--- src/rtl/audio_pkg.sv ---
// Shared constants and types for the PCM volume/gain path.
package audio_pkg;

   localparam int DATA_W = 24;
   localparam int GAIN_W = 16;
   localparam int PROD_W = DATA_W + GAIN_W + 1;

   localparam logic [GAIN_W-1:0] UNITY_GAIN = 16'h8000;
   localparam logic [DATA_W-1:0] SAT_MAX    = 24'h7FFFFF;
   localparam logic [DATA_W-1:0] SAT_MIN    = 24'h800000;

   typedef enum logic [1:0] {IDLE, MULT, OUT} state_t;
   typedef enum logic {CH_L, CH_R} chan_t;

   typedef struct packed {
      chan_t             ch;
      logic [DATA_W-1:0] sample;
   } pcm_req_t;

endpackage

--- src/rtl/pcm_gain_sat.sv ---
// Registered signed-sample x unsigned Q1.15 gain, then arithmetic shift and
// saturation back to DATA_W with a clip indication.
module pcm_gain_sat
   import audio_pkg::*;
(
   input  logic              clk,
   input  logic              reset_n,
   input  logic              ld,
   input  logic [DATA_W-1:0] sample,
   input  logic [GAIN_W-1:0] gain,
   output logic [DATA_W-1:0] res,
   output logic              clip
);

   logic signed [PROD_W-1:0] sample_ext, gain_ext, prod, shifted;
   logic                     ovf;

   assign sample_ext = {{(PROD_W-DATA_W){sample[DATA_W-1]}}, sample};
   assign gain_ext   = {{(PROD_W-GAIN_W){1'b0}}, gain};

   always_ff @(posedge clk or negedge reset_n) begin
      if (!reset_n)
         prod <= '0;
      else if (ld)
         prod <= sample_ext * gain_ext;
   end

   // Shift floors toward -inf; result fits only if all bits above the sign agree.
   assign shifted = prod >>> (GAIN_W - 1);
   assign ovf     = ~((&shifted[PROD_W-1:DATA_W-1]) | ~(|shifted[PROD_W-1:DATA_W-1]));
   assign clip    = ovf;
   assign res     = ovf ? (shifted[PROD_W-1] ? SAT_MIN : SAT_MAX) : shifted[DATA_W-1:0];

endmodule

--- src/rtl/pcm_volume_ramp.sv ---
// Master volume / soft-mute stage: per-sample gain with click-free ramping.
// Optional macro VOL_ZERO_CROSS_EN restricts gain steps to left-channel zero crossings.
module pcm_volume_ramp
   import audio_pkg::*;
#(
   parameter logic [GAIN_W-1:0] RAMP_STEP = 16'h0010
) (
   input  logic              clk,
   input  logic              reset_n,
   input  logic              audio_en,
   input  logic              vol_wr_en,
   input  logic [7:0]        vol_lsb,
   input  logic [7:0]        vol_msb,
   input  logic              mute,
   input  logic              clr_status,
   input  logic              l_data_en,
   input  logic              r_data_en,
   input  logic [DATA_W-1:0] l_data_in,
   input  logic [DATA_W-1:0] r_data_in,
   output logic              l_data_valid,
   output logic              r_data_valid,
   output logic [DATA_W-1:0] l_data_out,
   output logic [DATA_W-1:0] r_data_out,
   output logic              ramp_active,
   output logic              clip_flag,
   output logic              overrun_flag
);

   state_t            state, state_n;
   pcm_req_t          work;
   logic [DATA_W-1:0] l_buf, r_buf, res;
   logic              l_pend, r_pend, take_l, take_r, mult_ld, clip;
   logic [GAIN_W-1:0] target_gain, cur_gain, eff_gain, gain_diff, gain_inc, next_gain;
   logic              out_fire, step_ok, gain_step, ovr_set;

   assign eff_gain    = mute ? '0 : target_gain;
   assign ramp_active = (cur_gain != eff_gain);

   always_comb begin
      state_n = state;
      take_l  = 1'b0;
      take_r  = 1'b0;
      mult_ld = 1'b0;
      case (state)
         IDLE, OUT: begin
            state_n = IDLE;
            if (l_pend) begin
               take_l  = 1'b1;
               state_n = MULT;
            end else if (r_pend) begin
               take_r  = 1'b1;
               state_n = MULT;
            end
         end
         MULT: begin
            mult_ld = 1'b1;
            state_n = OUT;
         end
         default: state_n = IDLE;
      endcase
      if (!audio_en) begin
         state_n = IDLE;
         take_l  = 1'b0;
         take_r  = 1'b0;
         mult_ld = 1'b0;
      end
   end

   always_ff @(posedge clk or negedge reset_n) begin
      if (!reset_n)
         state <= IDLE;
      else
         state <= state_n;
   end

   // A new strobe in the same cycle as a take re-arms pending without overrun.
   always_ff @(posedge clk or negedge reset_n) begin
      if (!reset_n) begin
         l_buf  <= '0;
         r_buf  <= '0;
         l_pend <= 1'b0;
         r_pend <= 1'b0;
      end else if (!audio_en) begin
         l_pend <= 1'b0;
         r_pend <= 1'b0;
      end else begin
         if (l_data_en) l_buf <= l_data_in;
         if (r_data_en) r_buf <= r_data_in;
         l_pend <= l_data_en | (l_pend & ~take_l);
         r_pend <= r_data_en | (r_pend & ~take_r);
      end
   end

   // Snapshot the selected sample so later overwrites of the buffer cannot leak in.
   always_ff @(posedge clk or negedge reset_n) begin
      if (!reset_n)
         work <= '0;
      else if (take_l)
         work <= '{ch: CH_L, sample: l_buf};
      else if (take_r)
         work <= '{ch: CH_R, sample: r_buf};
   end

   pcm_gain_sat u_gain_sat (
      .clk     (clk),
      .reset_n (reset_n),
      .ld      (mult_ld),
      .sample  (work.sample),
      .gain    (cur_gain),
      .res     (res),
      .clip    (clip)
   );

   assign out_fire = (state == OUT) & audio_en;

   always_ff @(posedge clk or negedge reset_n) begin
      if (!reset_n) begin
         l_data_valid <= 1'b0;
         r_data_valid <= 1'b0;
         l_data_out   <= '0;
         r_data_out   <= '0;
      end else begin
         l_data_valid <= 1'b0;
         r_data_valid <= 1'b0;
         if (out_fire) begin
            if (work.ch == CH_L) begin
               l_data_out   <= res;
               l_data_valid <= 1'b1;
            end else begin
               r_data_out   <= res;
               r_data_valid <= 1'b1;
            end
         end
      end
   end

   assign ovr_set = audio_en & ((l_data_en & l_pend & ~take_l) | (r_data_en & r_pend & ~take_r));

   always_ff @(posedge clk or negedge reset_n) begin
      if (!reset_n) begin
         clip_flag    <= 1'b0;
         overrun_flag <= 1'b0;
      end else begin
         clip_flag    <= (clip_flag & ~clr_status) | (out_fire & clip);
         overrun_flag <= (overrun_flag & ~clr_status) | ovr_set;
      end
   end

   always_comb begin
      gain_diff = (eff_gain > cur_gain) ? eff_gain - cur_gain : cur_gain - eff_gain;
      gain_inc  = (gain_diff > RAMP_STEP) ? RAMP_STEP : gain_diff;
      next_gain = (eff_gain > cur_gain) ? cur_gain + gain_inc : cur_gain - gain_inc;
   end

`ifdef VOL_ZERO_CROSS_EN
   logic       prev_sign, cross_seen;
   logic [5:0] zc_cnt;

   // Crossing is judged on the left sample; the step lands with the right output.
   always_ff @(posedge clk or negedge reset_n) begin
      if (!reset_n) begin
         prev_sign  <= 1'b0;
         cross_seen <= 1'b0;
         zc_cnt     <= '0;
      end else if (out_fire) begin
         if (work.ch == CH_L) begin
            cross_seen <= (work.sample[DATA_W-1] != prev_sign) || (work.sample == '0);
            prev_sign  <= work.sample[DATA_W-1];
         end else begin
            cross_seen <= 1'b0;
            zc_cnt     <= step_ok ? '0 : zc_cnt + 6'd1;
         end
      end
   end

   assign step_ok = cross_seen | (zc_cnt == 6'd63);
`else
   assign step_ok = 1'b1;
`endif

   assign gain_step = out_fire & (work.ch == CH_R) & step_ok;

   always_ff @(posedge clk or negedge reset_n) begin
      if (!reset_n) begin
         target_gain <= UNITY_GAIN;
         cur_gain    <= '0;
      end else begin
         if (vol_wr_en) target_gain <= {vol_msb, vol_lsb};
         if (!audio_en)
            cur_gain <= '0;
         else if (gain_step)
            cur_gain <= next_gain;
      end
   end

endmodule

--- config.mk ---
export PLATFORM = sky130hd
export DESIGN_NAME = pcm_volume_ramp
export DESIGN_NICKNAME = d
export VERILOG_FILES = /design/src/rtl/audio_pkg.sv /design/src/rtl/pcm_gain_sat.sv /design/src/rtl/pcm_volume_ramp.sv
export SDC_FILE = /design/constraint.sdc
export NUM_CORES = 1
export LEC_CHECK = 0
export CORE_MARGIN = 1.5
export CORE_UTILIZATION = 63
export DETAILED_ROUTE_END_ITERATION = 6
export MAX_ROUTING_LAYER = met4
export PLACE_DENSITY = 0.83
export SYNTH_ARGS = -nofsm -noshare
export SYNTH_HDL_FRONTEND = slang
export SYNTH_SLANG_ARGS = --single-unit
export TNS_END_PERCENT = 1
--- constraint.sdc ---
create_clock -name clk -period 7.8 [get_ports clk]
set_input_delay 1.56 -clock clk [delete_from_list [all_inputs] [get_ports clk]]
set_output_delay 1.56 -clock clk [all_outputs]
set_load 0.01 [all_outputs]
==> metrics.cfg <==
[status]
status=complete, no violations

[synth]
syn_inst=2433
synth_top_cell_area_share_pct=32.9
synthArstFlopShare_pct=100
synth_top_area_cell=fa_1
syn_avg_cell_area_um2=9.45
yosysSeqAreaShare_pct=20.4
ys_types=63
synth.area.top_cells=fa_1 33%, dfrtp_1 20%, ha_1 8.0%
synth_nets=3030
syn_area_um2=23000
ys.flop_type=dfrtp_1
synth_edf_count=0
synth-warning-count=0
synth_seq_cells=187

[final_layout]
drive_gt1_share_pct=11.4
final_area_um2=26400
layout-area-overhead-vs-synth_pct=14.8
final_nets=3223
fillers=2498

[floorplanning]
fp-row-count=69
die_w_um=194
coreArea_um2=35700
die_h_um=194
initial_utilization_pct=64.3
die_area_um2=37700
io_pins=125

[clock_network]
clkTransAtPathRegs_ns=0.08
cts_tree=done
cts_made_buffers=17
cts_root_buf=clkbuf_16
clkLatencyLatePin_ns=0.46
htreeDepth=4
cts_buffer_depth=2
clock-sinks=187

[sta]
setup_viol=0
fmax_mhz=133
final_critical_path_setup_slack_ns=0.273
period_minus_slack_ns=7.53
rsz0062_at_grt=no
slew_violations=0
fin_worst_skew_ns=0.0228
worst-slew-pin-transition_ns=1.04
fin_crit_sh_pct=96.5
hold_viol_final=0
max_slew_margin_pct=30.4

[place]
preCtsSetupSlack_ns=-0.561
gp_congestion=0.975
hpwlAfterDp_mm=48.7
placed_area_um2=25600
portBuffers=124

[power]
p_comb_share_pct=38.1
power.internal_w=0.00232
p_leak_nw=12.3
p_per_area_nw_per_um2=149
swShare_pct=41.0
peakVddDrop_mv=0.246
p_sw_w=0.00161
power.share.clock_pct=23.2
pwr-share-seq_pct=38.7

[route]
drc_errors=0
dr.first_iter.drc_count=1343
drt-total-wl_mm=62.2
met2_length_mm=30.9
met1_length_mm=23.7
highest_layer=met4
vias=18000
drt-vias-per-instance=5.80
met3_wirelength_mm=4.80
wl_per_cell_um=20.0
ant_nets=0
drt_pass1_iterations=5

[setup_path]
critPathMaxFanout=17
crit_path_start=cur_gain[5]
slowest_stage=dfrtp_1
cp_top_family=adder cells
slowest_delay_ns=0.93
arrival_ns=7.84
crit_chain=nand2_1 > fa_1 > inv_1 > fa_1 > inv_1 > fa_1 > fa_1 > fa_1 > inv_1 > fa_1 > ha_1 > a21o_1 > a21o_1 > a21oi_1 > nor4_1 > a211oi_1 > a21boi_0 > o32ai_1 > o21bai_1 > xnor2_1 > o21ai_0
path_common_cell=fa_1
critical_path_class=reg2reg
r2r_start=cur_gain[5]
crit_required_ns=8.12
start_kind=register
critPathCaptureType=register
path_buf_inv=3
rrSetupSlack_ns=0.27

[min_path]
hold_class=reg2reg
holdCritStartpoint=l_buf[8]

[global_routing]
antenna_found_initial=4
grt-ovfl-total=0
grt_pass1_vias=19800
grt_first_pass_wirelength_mm=102
grt.total_usage_pct=36.0
grt_max_degree=110

[flow_run]
max_cap_violations=0

-- synthesized netlist by cell type (3+ instances only) --
library cell,count
a211oi_1,7
clkbuf_1,103
fa_1,378
o21ai_0,107
buf_2,5
nor3_1,14
a21o_1,19
a21oi_1,99
inv_1,465
nand2_1,326
and3_1,7
ha_1,147
o21bai_1,10
buf_6,3
and2_1,163
nand4_1,4
nand2b_1,22
nor2b_1,9
dfrtp_1,186
buf_1,5
o211ai_1,11
o31ai_1,20
or2_2,5
nand3b_1,5
a31oi_1,4
a21boi_0,4
mux2i_1,33
nor4_1,4
a211o_1,6
nor3b_1,5
xnor2_1,37
and4_1,4
mux2_2,65
o21a_1,9
xor2_1,15
nor2_1,59
nand3_1,33
-- layer usage --
metal  up-vias  track usage [%]
li1       7911                -
met1      9082             44.0
met2       795             59.9
met3       210             5.90
met4         0             14.8
met5         -                -
-- worst min-delay path: cells and delay by family, from the launching register on --
kind,cells,cell delay [ns]
compound gates,1,0.06
simple gates,1,0.05
flops,1,0.35
-- power by group through the flow --
| stage | Clock [W] | Sequential [W] | Combinational, W |
|---|---|---|---|
| finish | 0.000913 | 0.00152 | 0.00150 |
| global route | 0.000954 | 0.00154 | 0.00164 |
| CTS | 0.000914 | 0.00151 | 0.00148 |
| detailed placement | 0 | 0.00152 | 0.00146 |
| global placement | 0 | 0.00151 | 0.00142 |
| floorplan | 0 | 0.00138 | 0.000816 |
-- sequential cells by signal, summed over array words and instances, names as in the netlist, 2 cells and up --
name	count
u_gain_sat.prod	26
work	25
l_buf	24
l_data_out	24
r_buf	24
r_data_out	24
cur_gain	16
target_gain	16
state	2
-- cell type report --
type	instances	area (µm²)	area share, %
diodes	3	7.51	0.0284
clock inverters	15	189	0.716
flip-flops and latches	187	4680	17.7
repair buffers	290	2540	9.62
multi-input cells	1665	16200	61.5
inverters	465	1750	6.61
well taps	461	577	2.19
clock buffers	17	425	1.61
-- layout by cell type (no fill, tap or decap), drive strengths merged, types with 7 or more instances in the layout --
| cell | Yosys | routed |
|---|---|---|
| inv | 465 | 473 |
| fa | 378 | 378 |
| nand2 | 326 | 326 |
| dfrtp | 186 | 186 |
| buf | 13 | 166 |
| and2 | 163 | 163 |
| ha | 147 | 147 |
| clkdlybuf4s50 | 0 | 122 |
| o21ai | 107 | 107 |
| a21oi | 101 | 101 |
| mux2 | 65 | 65 |
| nor2 | 59 | 59 |
| xnor2 | 37 | 37 |
| nand3 | 35 | 35 |
| mux2i | 33 | 33 |
| nand2b | 22 | 22 |
| o31ai | 21 | 21 |
| a21o | 19 | 19 |
| clkbuf | 103 | 18 |
| xor2 | 15 | 15 |
| nor3 | 15 | 15 |
| o211ai | 11 | 11 |
| o21bai | 10 | 10 |
| nor2b | 9 | 9 |
| o21a | 9 | 9 |
| and3 | 7 | 7 |
| a211oi | 7 | 7 |
-- final timing paths --
check	endpoint	cells after the start
min in group asynchronous	l_data_out[14]	1
hold reg to reg	work[8]	2
max in group asynchronous	cur_gain[0]	2
setup / recovery	u_gain_sat.prod[33]	21
hold / removal	work[8]	2
setup reg to reg	u_gain_sat.prod[33]	21
-- logic make-up (layout without fill, tap and decap cells) --
kind of cell	Yosys count	count (layout)	share of synthesized area [%]
other	0	3	0
AO/OA/AOI/OAI	322	322	8.59
flip-flops	187	187	20.4
AND/OR/NAND/NOR	668	668	13.9
buffers and inverters	581	787	9.61
multiplexers	98	98	4.62
adder cells (fa/ha/maj)	525	525	40.9
XOR/XNOR	52	52	1.98
-- timing repair --
action | in CTS | in global routing
hold buffers | 0 | 0
pin swaps | 3 | 12
setup buffers | 1 | 4
resized for setup | 7 | 28
endpoints found under the setup margin | 3 | 7
-- metrics by stage --
stage	total power, W	hold slack, ns	instances	utilization, %	setup TNS, ns
global placement	0.00293	0.452	3063	71.7	-1.07
CTS	0.00390	0.485	3096	73.5	0
global route	0.00413	0.505	3103	73.8	0
floorplan	0.00219	0.444	2433	-	0
finish	0.00394	0.484	3103	73.8	0
detailed placement	0.00298	0.466	3063	71.7	-2.25
(Power assumes the default switching activity.)
